## config.mk

```make
export PLATFORM = sky130hd
export DESIGN_NAME = uart_rx_cfg
export DESIGN_NICKNAME = d
export VERILOG_FILES = /design/src/rtl/uart_pkg.sv /design/src/rtl/uart_sync2.sv /design/src/rtl/uart_rx_cfg.sv
export SDC_FILE = /design/constraint.sdc
export NUM_CORES = 1
export LEC_CHECK = 0
export BUFFER_PORTS_ARGS = -buffer_cell sky130_fd_sc_hd__buf_2
export CAP_MARGIN = 10
export CORE_MARGIN = 2
export CORE_UTILIZATION = 53
export CTS_CLUSTER_SIZE = 8
export DETAILED_ROUTE_END_ITERATION = 12
export HOLD_SLACK_MARGIN = 0.1
export PLACE_DENSITY = 0.75
export SYNTH_ARGS = -nofsm -noshare
export SYNTH_HDL_FRONTEND = slang
export SYNTH_SLANG_ARGS = --single-unit
```

## constraint.sdc

```tcl
create_clock -name clk -period 1.6 [get_ports clk]
set_input_delay 0.48 -clock clk [delete_from_list [all_inputs] [get_ports clk]]
set_output_delay 0.48 -clock clk [all_outputs]
set_load 0.02 [all_outputs]
```

## src/rtl/uart_pkg.sv

```systemverilog
// Shared types and constants for the configurable UART receiver.
package uart_pkg;

   typedef enum logic [2:0] {
      ST_IDLE,
      ST_START,
      ST_DATA,
      ST_PARITY,
      ST_STOP
   } rx_state_t;

   localparam int PARITY_NONE = 0;
   localparam int PARITY_ODD  = 1;
   localparam int PARITY_EVEN = 2;

   // x is XOR of data and received parity bit; odd mode expects 1, even expects 0
   function automatic logic par_err(input logic x, input int mode);
      if (mode == PARITY_ODD)  return ~x;
      if (mode == PARITY_EVEN) return x;
      return 1'b0;
   endfunction

endpackage

```

## src/rtl/uart_sync2.sv

```systemverilog
// Two-flop synchroniser for the async rx line; resets to the idle (high) level.
module uart_sync2 (
   input  logic clk,
   input  logic rst,
   input  logic d,
   output logic q
);
   logic meta;

   always_ff @(posedge clk or posedge rst) begin
      if (rst) begin
         meta <= 1'b1;
         q    <= 1'b1;
      end else begin
         meta <= d;
         q    <= meta;
      end
   end
endmodule

```

## src/rtl/uart_rx_cfg.sv

```systemverilog
// Parameterised UART receiver: mid-bit sampling, optional parity, 1-2 stop bits,
// single-entry output holding register with overrun reporting.
module uart_rx_cfg
   import uart_pkg::*;
#(
   parameter int CLK_FREQ  = 10000000,
   parameter int BAUDRATE  = 115200,
   parameter int DATA_BITS = 8,
   parameter int PARITY    = 0,
   parameter int STOP_BITS = 1
) (
   input  logic                 clk,
   input  logic                 rst,
   input  logic                 rx,
   output logic [DATA_BITS-1:0] out_data,
   output logic                 out_valid,
   input  logic                 out_ready,
   output logic                 parity_err,
   output logic                 frame_err,
   output logic                 overrun
);
   localparam int CPB = CLK_FREQ / BAUDRATE;
   localparam int CW  = $clog2(CPB + 1);
   localparam int IW  = $clog2(DATA_BITS + 1);
   localparam logic [CW-1:0] HALF      = CW'(CPB / 2);
   localparam logic [CW-1:0] LAST      = CW'(CPB - 1);
   localparam logic [IW-1:0] LAST_BIT  = IW'(DATA_BITS - 1);
   localparam logic          LAST_STOP = 1'(STOP_BITS - 1);

   logic                 rx_s;
   rx_state_t            state;
   logic [CW-1:0]        cnt;
   logic [IW-1:0]        bit_idx;
   logic                 stop_idx;
   logic [DATA_BITS-1:0] shreg;
   logic                 perr_r;
   logic                 ferr_r;
   logic                 wait_high;

   uart_sync2 u_sync (
      .clk (clk),
      .rst (rst),
      .d   (rx),
      .q   (rx_s)
   );

   always_ff @(posedge clk or posedge rst) begin
      if (rst) begin
         state      <= ST_IDLE;
         cnt        <= '0;
         bit_idx    <= '0;
         stop_idx   <= 1'b0;
         shreg      <= '0;
         perr_r     <= 1'b0;
         ferr_r     <= 1'b0;
         wait_high  <= 1'b0;
         out_data   <= '0;
         out_valid  <= 1'b0;
         parity_err <= 1'b0;
         frame_err  <= 1'b0;
         overrun    <= 1'b0;
      end else begin
         overrun <= 1'b0;
         if (out_valid && out_ready)
            out_valid <= 1'b0;

         case (state)
            ST_IDLE: begin
               cnt <= '0;
               // After a frame ending low (break), the line must go idle before a new start
               if (wait_high) begin
                  if (rx_s) wait_high <= 1'b0;
               end else if (!rx_s) begin
                  state <= ST_START;
               end
            end

            ST_START: begin
               if (cnt == HALF) begin
                  cnt      <= '0;
                  bit_idx  <= '0;
                  stop_idx <= 1'b0;
                  perr_r   <= 1'b0;
                  ferr_r   <= 1'b0;
                  state    <= rx_s ? ST_IDLE : ST_DATA;
               end else begin
                  cnt <= cnt + CW'(1);
               end
            end

            ST_DATA: begin
               if (cnt == LAST) begin
                  cnt   <= '0;
                  shreg <= {rx_s, shreg[DATA_BITS-1:1]};
                  if (bit_idx == LAST_BIT)
                     state <= (PARITY != PARITY_NONE) ? ST_PARITY : ST_STOP;
                  else
                     bit_idx <= bit_idx + IW'(1);
               end else begin
                  cnt <= cnt + CW'(1);
               end
            end

            ST_PARITY: begin
               if (cnt == LAST) begin
                  cnt    <= '0;
                  perr_r <= par_err(^shreg ^ rx_s, PARITY);
                  state  <= ST_STOP;
               end else begin
                  cnt <= cnt + CW'(1);
               end
            end

            ST_STOP: begin
               if (cnt == LAST) begin
                  cnt <= '0;
                  if (!rx_s) ferr_r <= 1'b1;
                  if (stop_idx == LAST_STOP) begin
                     state     <= ST_IDLE;
                     wait_high <= ~rx_s;
                     // Load when the slot is free or is being emptied this very cycle
                     if (!out_valid || out_ready) begin
                        out_valid  <= 1'b1;
                        out_data   <= shreg;
                        parity_err <= perr_r;
                        frame_err  <= ferr_r | ~rx_s;
                     end else begin
                        overrun <= 1'b1;
                     end
                  end else begin
                     stop_idx <= stop_idx + 1'b1;
                  end
               end else begin
                  cnt <= cnt + CW'(1);
               end
            end

            default: state <= ST_IDLE;
         endcase
      end
   end
endmodule
```

Word-level counts from Yosys, hierarchy flattened
Cells that the tools add are included.
W data, S select, Z words.
{"block": "word_totals", "mem_bits_ro": 0, "out_inout_bits": 12, "latchBits": 0, "memories": 0, "ramBits": 0, "ff_bits": 40}
{"block": "op_classes", "div": 0, "shift": 0, "add_sub_neg": 3, "bitwise": 3, "order_cmp": 0, "mul": 0, "n_eq_ne": 17, "n_reduce_logical": 18, "muxes": 40}
{"op": "$mux W3", "n": 8}
{"op": "$pmux W7 S3", "n": 1}
{"op": "$ne A2 B2 Y1 const B", "n": 10}
{"op": "$mux W1", "n": 19}
{"op": "$pmux W3 S5", "n": 1}
{"op": "$mux W7", "n": 2}
{"op": "$mux W4", "n": 3}
{"op": "$reduce_and A4 Y1", "n": 3}
{"op": "$reduce_and A3 Y1", "n": 3}
{"op": "$pmux W1 S2", "n": 4}
{"op": "$pmux W4 S2", "n": 1}
{"op": "$reduce_and A8 Y1", "n": 1}
{"op": "$reduce_bool A2 Y1", "n": 4}
{"op": "$add A7 B1 Y7 const B", "n": 1}
{"op": "$eq A7 B6 Y1 const B", "n": 1}
{"op": "$eq A7 B7 Y1 const B", "n": 1}
{"op": "$eq A3 B2 Y1 const B", "n": 2}
{"op": "$add A4 B1 Y4 const B", "n": 1}
{"op": "$eq A4 B3 Y1 const B", "n": 1}
{"op": "$eq A3 B1 Y1 const B", "n": 1}
{"op": "$eq A3 B3 Y1 const B", "n": 1}
{"op": "$logic_not A3 Y1", "n": 1}
{"op": "$reduce_bool A3 Y1", "n": 1}
{"op": "$reduce_or A3 Y1", "n": 1}
{"op": "8 further kinds", "n": 9}

Depth between registers and ports, before layout
{"block": "depth", "ltp_word": 6, "depth_mapped": 8}

Modules after synthesis
From an unflattened synthesis, not the netlist that was laid out.
{"block": "unflattened", "cells_unflattened": 145, "area_unflattened_um2": 1717.9}
{"module": "uart_rx_cfg", "seq_area_each_um2": 875.8, "cells_each": 142, "area_per_inst_um2": 1661.6, "instances": 1}
{"module": "uart_sync2", "seq_area_each_um2": 52.6, "cells_each": 3, "area_per_inst_um2": 56.3, "instances": 1}

Worst setup path after synthesis
Ideal clock, no wire load.
{"block": "synth_timing", "path_type": "register to register", "from": "reg cnt[0]", "to": "reg frame_err", "period_less_slack_ns": 1.782, "t_required_ns": 1.475, "stages_incl_launch_ff": 8, "path_slack_ns": -0.182, "arrival_ns": 1.657, "path_cell_list": "dfrtp_1 ha_1 and2_2 buf_4 and2_4 and4_4 buf_12 mux2_4"}
{"block": "synth_between", "elab_chain_cells": 2}
{"element": "start: declaration", "line": "uart_rx_cfg.sv:32", "text": "logic [CW-1:0] cnt;"}
{"element": "start signal: assignment", "line": "uart_rx_cfg.sv:87", "text": "cnt <= cnt + CW'(1);"}
{"element": "start signal: assignment", "line": "uart_rx_cfg.sv:100", "text": "cnt <= cnt + CW'(1);"}
{"element": "start signal: assignment", "line": "uart_rx_cfg.sv:110", "text": "cnt <= cnt + CW'(1);"}
{"element": "$eq A7 B7 Y1", "line": "uart_rx_cfg.sv:115", "text": "if (cnt == LAST) begin"}
{"element": "$reduce_and A4 Y1 (no line)"}
{"element": "end signal: assignment", "line": "uart_rx_cfg.sv:126", "text": "frame_err <= ferr_r | ~rx_s;"}
{"element": "end: declaration", "line": "uart_rx_cfg.sv:19", "text": "output logic frame_err,"}
Every way passes these cells.
A chain may end at the register's enable or synchronous reset.

Worst setup path after layout
{"block": "layout_timing", "from": "reg cnt[1]", "to": "reg out_data[2]"}
{"block": "layout_between", "elab_chain_cells": 2}
{"element": "$eq A7 B7 Y1", "line": "uart_rx_cfg.sv:115"}
{"element": "$reduce_and A4 Y1 (no line)"}
{"element": "end signal: assignment", "line": "uart_rx_cfg.sv:124", "text": "out_data <= shreg;"}
{"element": "end: declaration", "line": "uart_rx_cfg.sv:15", "text": "output logic [DATA_BITS-1:0] out_data,"}
Every way passes these cells.

==> impl_results.html <==
<table>
<tr><th>Metric</th><th>Value</th></tr>
<tr><th colspan="2">Outcome</th></tr>
<tr><td>Result of the run</td><td>complete, but fails checks</td></tr>
<tr><td>Failing checks</td><td>setup timing</td></tr>
<tr><th colspan="2">Pwr</th></tr>
<tr><td>Power, Total</td><td>1820 uW</td></tr>
<tr><td>Leakage Power</td><td>0.00114 uW</td></tr>
<tr><td>Power per unit of standard cell area</td><td>roughly 800 nW/um^2</td></tr>
<tr><td>IR drop worst, VDD</td><td>0.000523 V</td></tr>
<tr><th colspan="2">Yosys</th></tr>
<tr><td>Post-synthesis cell area</td><td>about 1800 sq um</td></tr>
<tr><td>Synthesized instance count</td><td>~160</td></tr>
<tr><td>Post-synthesis area per instance</td><td>between 10 and 15 sq um</td></tr>
<tr><td>Register area share after synthesis</td><td>~50%</td></tr>
<tr><td>Number of flops mapped to enable cells by yosys</td><td>0</td></tr>
<tr><td>Fraction of post-synthesis cell area in the top cell type by area</td><td>between 40 and 50%</td></tr>
<tr><td>Biggest area contributors in the synthesized netlist</td><td>dfrtp_1 47%, mux2_4 7.3%, mux2_2 4.9%, dfstp_2 2.8%, nand3_1 2.7%</td></tr>
<tr><td>Synthesis-stage register bit count</td><td>37</td></tr>
<tr><td>Yosys warning total</td><td>0</td></tr>
<tr><td>Count of different cell masters after synthesis</td><td>between 40 and 50</td></tr>
<tr><td>Primary flip-flop cell chosen by synthesis mapping</td><td>dfrtp_1</td></tr>
<tr><td>Share of flip-flops with an asynchronous set or reset after synthesis</td><td>between 90% and 100%</td></tr>
<tr><td>Cell accounting for the most synthesized area</td><td>dfrtp_1</td></tr>
<tr><td>Syn nets</td><td>165</td></tr>
<tr><th colspan="2">Floorplanning</th></tr>
<tr><td>Area of the core</td><td>3340 sq um</td></tr>
<tr><td>Die boundary width</td><td>~63 um</td></tr>
<tr><td>Die boundary height</td><td>approximately 63 um</td></tr>
<tr><td>Initial Utilization</td><td>between 50% and 60%</td></tr>
<tr><td>Die Area</td><td>approximately 4000 sq um</td></tr>
<tr><td>IO Pins</td><td>16</td></tr>
<tr><td>Standard-cell row count</td><td>21</td></tr>
<tr><th colspan="2">Critical path</th></tr>
<tr><td>Most used cell along the critical path</td><td>and2_4</td></tr>
<tr><td>Crit path DAT</td><td>about 1.9 ns</td></tr>
<tr><td>Reg2Reg Depth</td><td>6</td></tr>
<tr><td>Slowest stage cell, crit path</td><td>dfrtp_1</td></tr>
<tr><td>Number of buffer and inverter stages on the critical path</td><td>1</td></tr>
<tr><td>Worst r2r dst</td><td>out_data[2]</td></tr>
<tr><td>List of cells traversed by the critical path</td><td>inv_1, ha_2, and2_4, and2_4, and4_4, mux2_4</td></tr>
<tr><td>Data required time of the critical path</td><td>between 1.5 and 2 ns</td></tr>
<tr><td>Classification of the worst setup path</td><td>reg -&gt; reg</td></tr>
<tr><td>Max stage delay on crit path</td><td>between 0.4 and 0.5 ns</td></tr>
<tr><td>Worst Setup Start Kind</td><td>flop</td></tr>
<tr><td>Endpoint class of the critical path</td><td>flop</td></tr>
<tr><td>R2R setup slack</td><td>-0.05 ns</td></tr>
<tr><td>Maximum net fanout on the critical path</td><td>5</td></tr>
<tr><td>Worst reg2reg path startpoint</td><td>cnt[1]</td></tr>
<tr><td>Cell family with most CP delay</td><td>simple AND/OR/NAND/NOR gates</td></tr>
<tr><th colspan="2">Timing</th></tr>
<tr><td>Tmin final</td><td>about 1.6 ns</td></tr>
<tr><td>Worst clock skew on the final layout</td><td>0.00862 ns</td></tr>
<tr><td>Fin crit share</td><td>103%</td></tr>
<tr><td>Max-slew violations</td><td>0</td></tr>
<tr><td>Final setup violation count</td><td>20</td></tr>
<tr><td>Final-report hold violation count</td><td>0</td></tr>
<tr><td>Setup repair after global routing missed its margin</td><td>true</td></tr>
<tr><td>Minimum hold slack</td><td>about 0.17 ns</td></tr>
<tr><td>Timing-limited maximum frequency</td><td>roughly 600 MHz</td></tr>
<tr><td>Least setup slack across all paths after layout</td><td>-0.0500 ns</td></tr>
<tr><th colspan="2">Placed design</th></tr>
<tr><td>Cell total after placement</td><td>between 200 and 250</td></tr>
<tr><td>Weighted congestion reported at the end of routability-driven placement</td><td>approximately 0.86</td></tr>
<tr><td>Post-DP HPWL</td><td>2.62 mm</td></tr>
<tr><td>Post-placement cell area</td><td>about 2100 sq um</td></tr>
<tr><td>Port Buf Inserts</td><td>14</td></tr>
<tr><th colspan="2">Clock tree</th></tr>
<tr><td>Clock tree from TritonCTS</td><td>done</td></tr>
<tr><td>Root buffer selected by CTS</td><td>clkbuf_4</td></tr>
<tr><td>H-tree depth</td><td>2</td></tr>
<tr><td>Number of buffers added by the clock tree synthesis step</td><td>5</td></tr>
<tr><td>Clock latency at the later pin of the worst-skew pair</td><td>roughly 0.34 ns</td></tr>
<tr><td>Deepest clock path buffer count</td><td>2</td></tr>
<tr><td>Number of clock sinks seen by CTS</td><td>37</td></tr>
<tr><td>Clock transition time at the flip-flop clock pins of the worst setup and hold paths</td><td>about 0.11 ns</td></tr>
<tr><td>CTS hold repair buffers</td><td>0</td></tr>
<tr><th colspan="2">Detailed routing</th></tr>
<tr><td>Detail Route met2 WL</td><td>2.11 mm</td></tr>
<tr><td>Max layer used</td><td>met4</td></tr>
<tr><td>Pre-antenna DRT Iters</td><td>4</td></tr>
<tr><td>Sum of routed wire length over all layers</td><td>~4 mm</td></tr>
<tr><td>DRC violations left</td><td>0</td></tr>
<tr><td>Routed wl met3</td><td>roughly 170 um</td></tr>
<tr><td>Number of DRC markers in iteration 0</td><td>75</td></tr>
<tr><td>Via count</td><td>1405</td></tr>
<tr><td>Met1 routed wirelength after detailed routing</td><td>1.65 mm</td></tr>
<tr><td>Wirelength per Cell</td><td>16.4 um</td></tr>
<tr><td>Vias per std cell</td><td>approximately 5.7</td></tr>
<tr><td>Antenna Nets Post-Route</td><td>0</td></tr>
<tr><th colspan="2">Global routing</th></tr>
<tr><td>Gr ovfl total</td><td>0</td></tr>
<tr><td>Initial antenna violation count</td><td>0</td></tr>
<tr><td>Wire length of the first global-routing pass</td><td>6.56 mm</td></tr>
<tr><td>Via count of the first global-routing pass</td><td>1382</td></tr>
<tr><td>Largest net degree at the start of global routing</td><td>38</td></tr>
<tr><td>Overall global routing resource usage</td><td>21.3%</td></tr>
<tr><th colspan="2">Finish</th></tr>
<tr><td>Relative area change from synthesis to final layout</td><td>22.9%</td></tr>
<tr><td>Fraction of the core area covered by cells at the end of the flow</td><td>between 60% and 70%</td></tr>
<tr><td>Total number of nets in the final design</td><td>around 200</td></tr>
<tr><td>Post-route design area</td><td>~2300 sq um</td></tr>
<tr><td>Fillers</td><td>approximately 250</td></tr>
<tr><td>Number of standard cells in the layout, taps in and fillers out</td><td>roughly 250</td></tr>
<tr><td>Antenna Diode Count</td><td>0</td></tr>
<tr><td>Fraction of final layout cells with drive strength greater than 1</td><td>42.2%</td></tr>
<tr><th colspan="2">Hold path</th></tr>
<tr><td>Path category of the worst min-delay check</td><td>in -&gt; async</td></tr>
<tr><th colspan="2">Run</th></tr>
<tr><td>Reported max-cap violation count</td><td>0</td></tr>
</table>
-- state kept, by name (all words and copies together), names as in the netlist --
signal and count:
shreg 8, u_sync.meta 1, ferr_r 1, bit_idx 4
wait_high 1, state 3, overrun 1, cnt 7
u_sync.q 1, frame_err 1, out_valid 1, out_data 8
-- Yosys cell counts (2+ instances only) --
cell,n
nand4_1,3
or4_1,4
ha_1,3
a21oi_1,3
nand2_1,7
nor2b_1,4
and3_1,2
clkbuf_1,3
buf_4,2
dfrtp_1,35
a22oi_1,2
o21ai_0,5
xor2_1,5
mux2_2,8
o211ai_1,5
dfstp_2,2
and3_2,2
nor2_1,9
mux2_4,9
nor3_1,2
inv_1,5
a31oi_1,3
nand3_1,10
-- worst max path at each step --
| stage | from | cells past startpoint | slack (ns) | endpoint |
|---|---|---|---|---|
| finish | cnt[1] | 6 | -0.05 | out_data[2] |
| global route | cnt[0] | 5 | -0.10 | bit_idx[3] |
| CTS | cnt[1] | 7 | -0.06 | cnt[0] |
| detailed placement | cnt[5] | 4 | -0.11 | out_data[2] |
| global placement | cnt[1] | 6 | -0.08 | out_data[7] |
| floorplan | cnt[1] | 8 | -0.12 | frame_err |
-- cell type report --
type / count / area, sq um / area share, %
well taps: 46 / 57.6 / 2.53
flip-flops and latches: 37 / 928 / 40.8
clock inverters: 2 / 37.5 / 1.65
inverters: 5 / 18.8 / 0.826
clock buffers: 6 / 51.3 / 2.26
multi-input cells: 108 / 891 / 39.2
repair buffers: 41 / 289 / 12.7
-- through the flow --
step	worst slack [ns]	setup TNS, ns
after detailed placement	-0.107	-1.82
after CTS	-0.0568	-0.422
after floorplan	-0.115	-1.10
after global placement	-0.0761	-1.02
after global routing	-0.101	-1.64
final	-0.0500	-0.464
-- repair_timing --
action | in CTS | in global routing
pin swaps | 2 | 0
buffers inserted | 3 | 0
resized for setup | 4 | 7
gates cloned | 1 | 0
setup endpoints to repair | 22 | 26
-- power by group --
part / internal, uW / switching [uW]
clock: 371 / 305
combinational: 77.5 / 93.0
sequential: 954 / 20.2
-- cell families (layout without fill, tap and decap cells) --
family	after synthesis	in the layout	share of synthesized area (%)
buf+inv	14	54	5.14
simple gates	57	58	18.8
xor+xnor	5	5	2.37
compound gates	24	24	9.07
mux	17	17	12.2
fa+ha+maj	3	3	2.03
flops	37	37	50.2
other cells	1	1	0.203
-- metal layers --
layer	GRT usage, %	up-vias
met2	35.8	37
li1	-	657
met1	26.3	701
met3	5.18	10
met4	8.61	0
met5	0	-
-- worst reg2reg max path, delay by kind of cell (launching register included) --
family,cells,cell delay [ns]
adder cells (fa/ha/maj),1,0.15
multiplexers,1,0.32
AND/OR/NAND/NOR,3,0.60
flip-flops,1,0.42
buffers and inverters,1,0.07
-- cell usage in the layout, fill, tap and decap left out, types with 2 or more instances in the layout --
master,n
nor3_1,2
nand4_1,3
nor2_1,9
buf_2,14
mux2_4,9
o21ai_0,5
and4_4,2
or4_1,4
dfstp_2,2
and2_4,2
a21oi_1,3
nand2_1,7
inv_1,5
dfrtp_1,35
nor2b_1,4
mux2_2,8
nand3_1,9
and3_1,2
xor2_1,5
clkbuf_4,5
buf_4,25
a31oi_1,3
o211ai_1,5
ha_1,2
(Power assumes the default switching activity.)
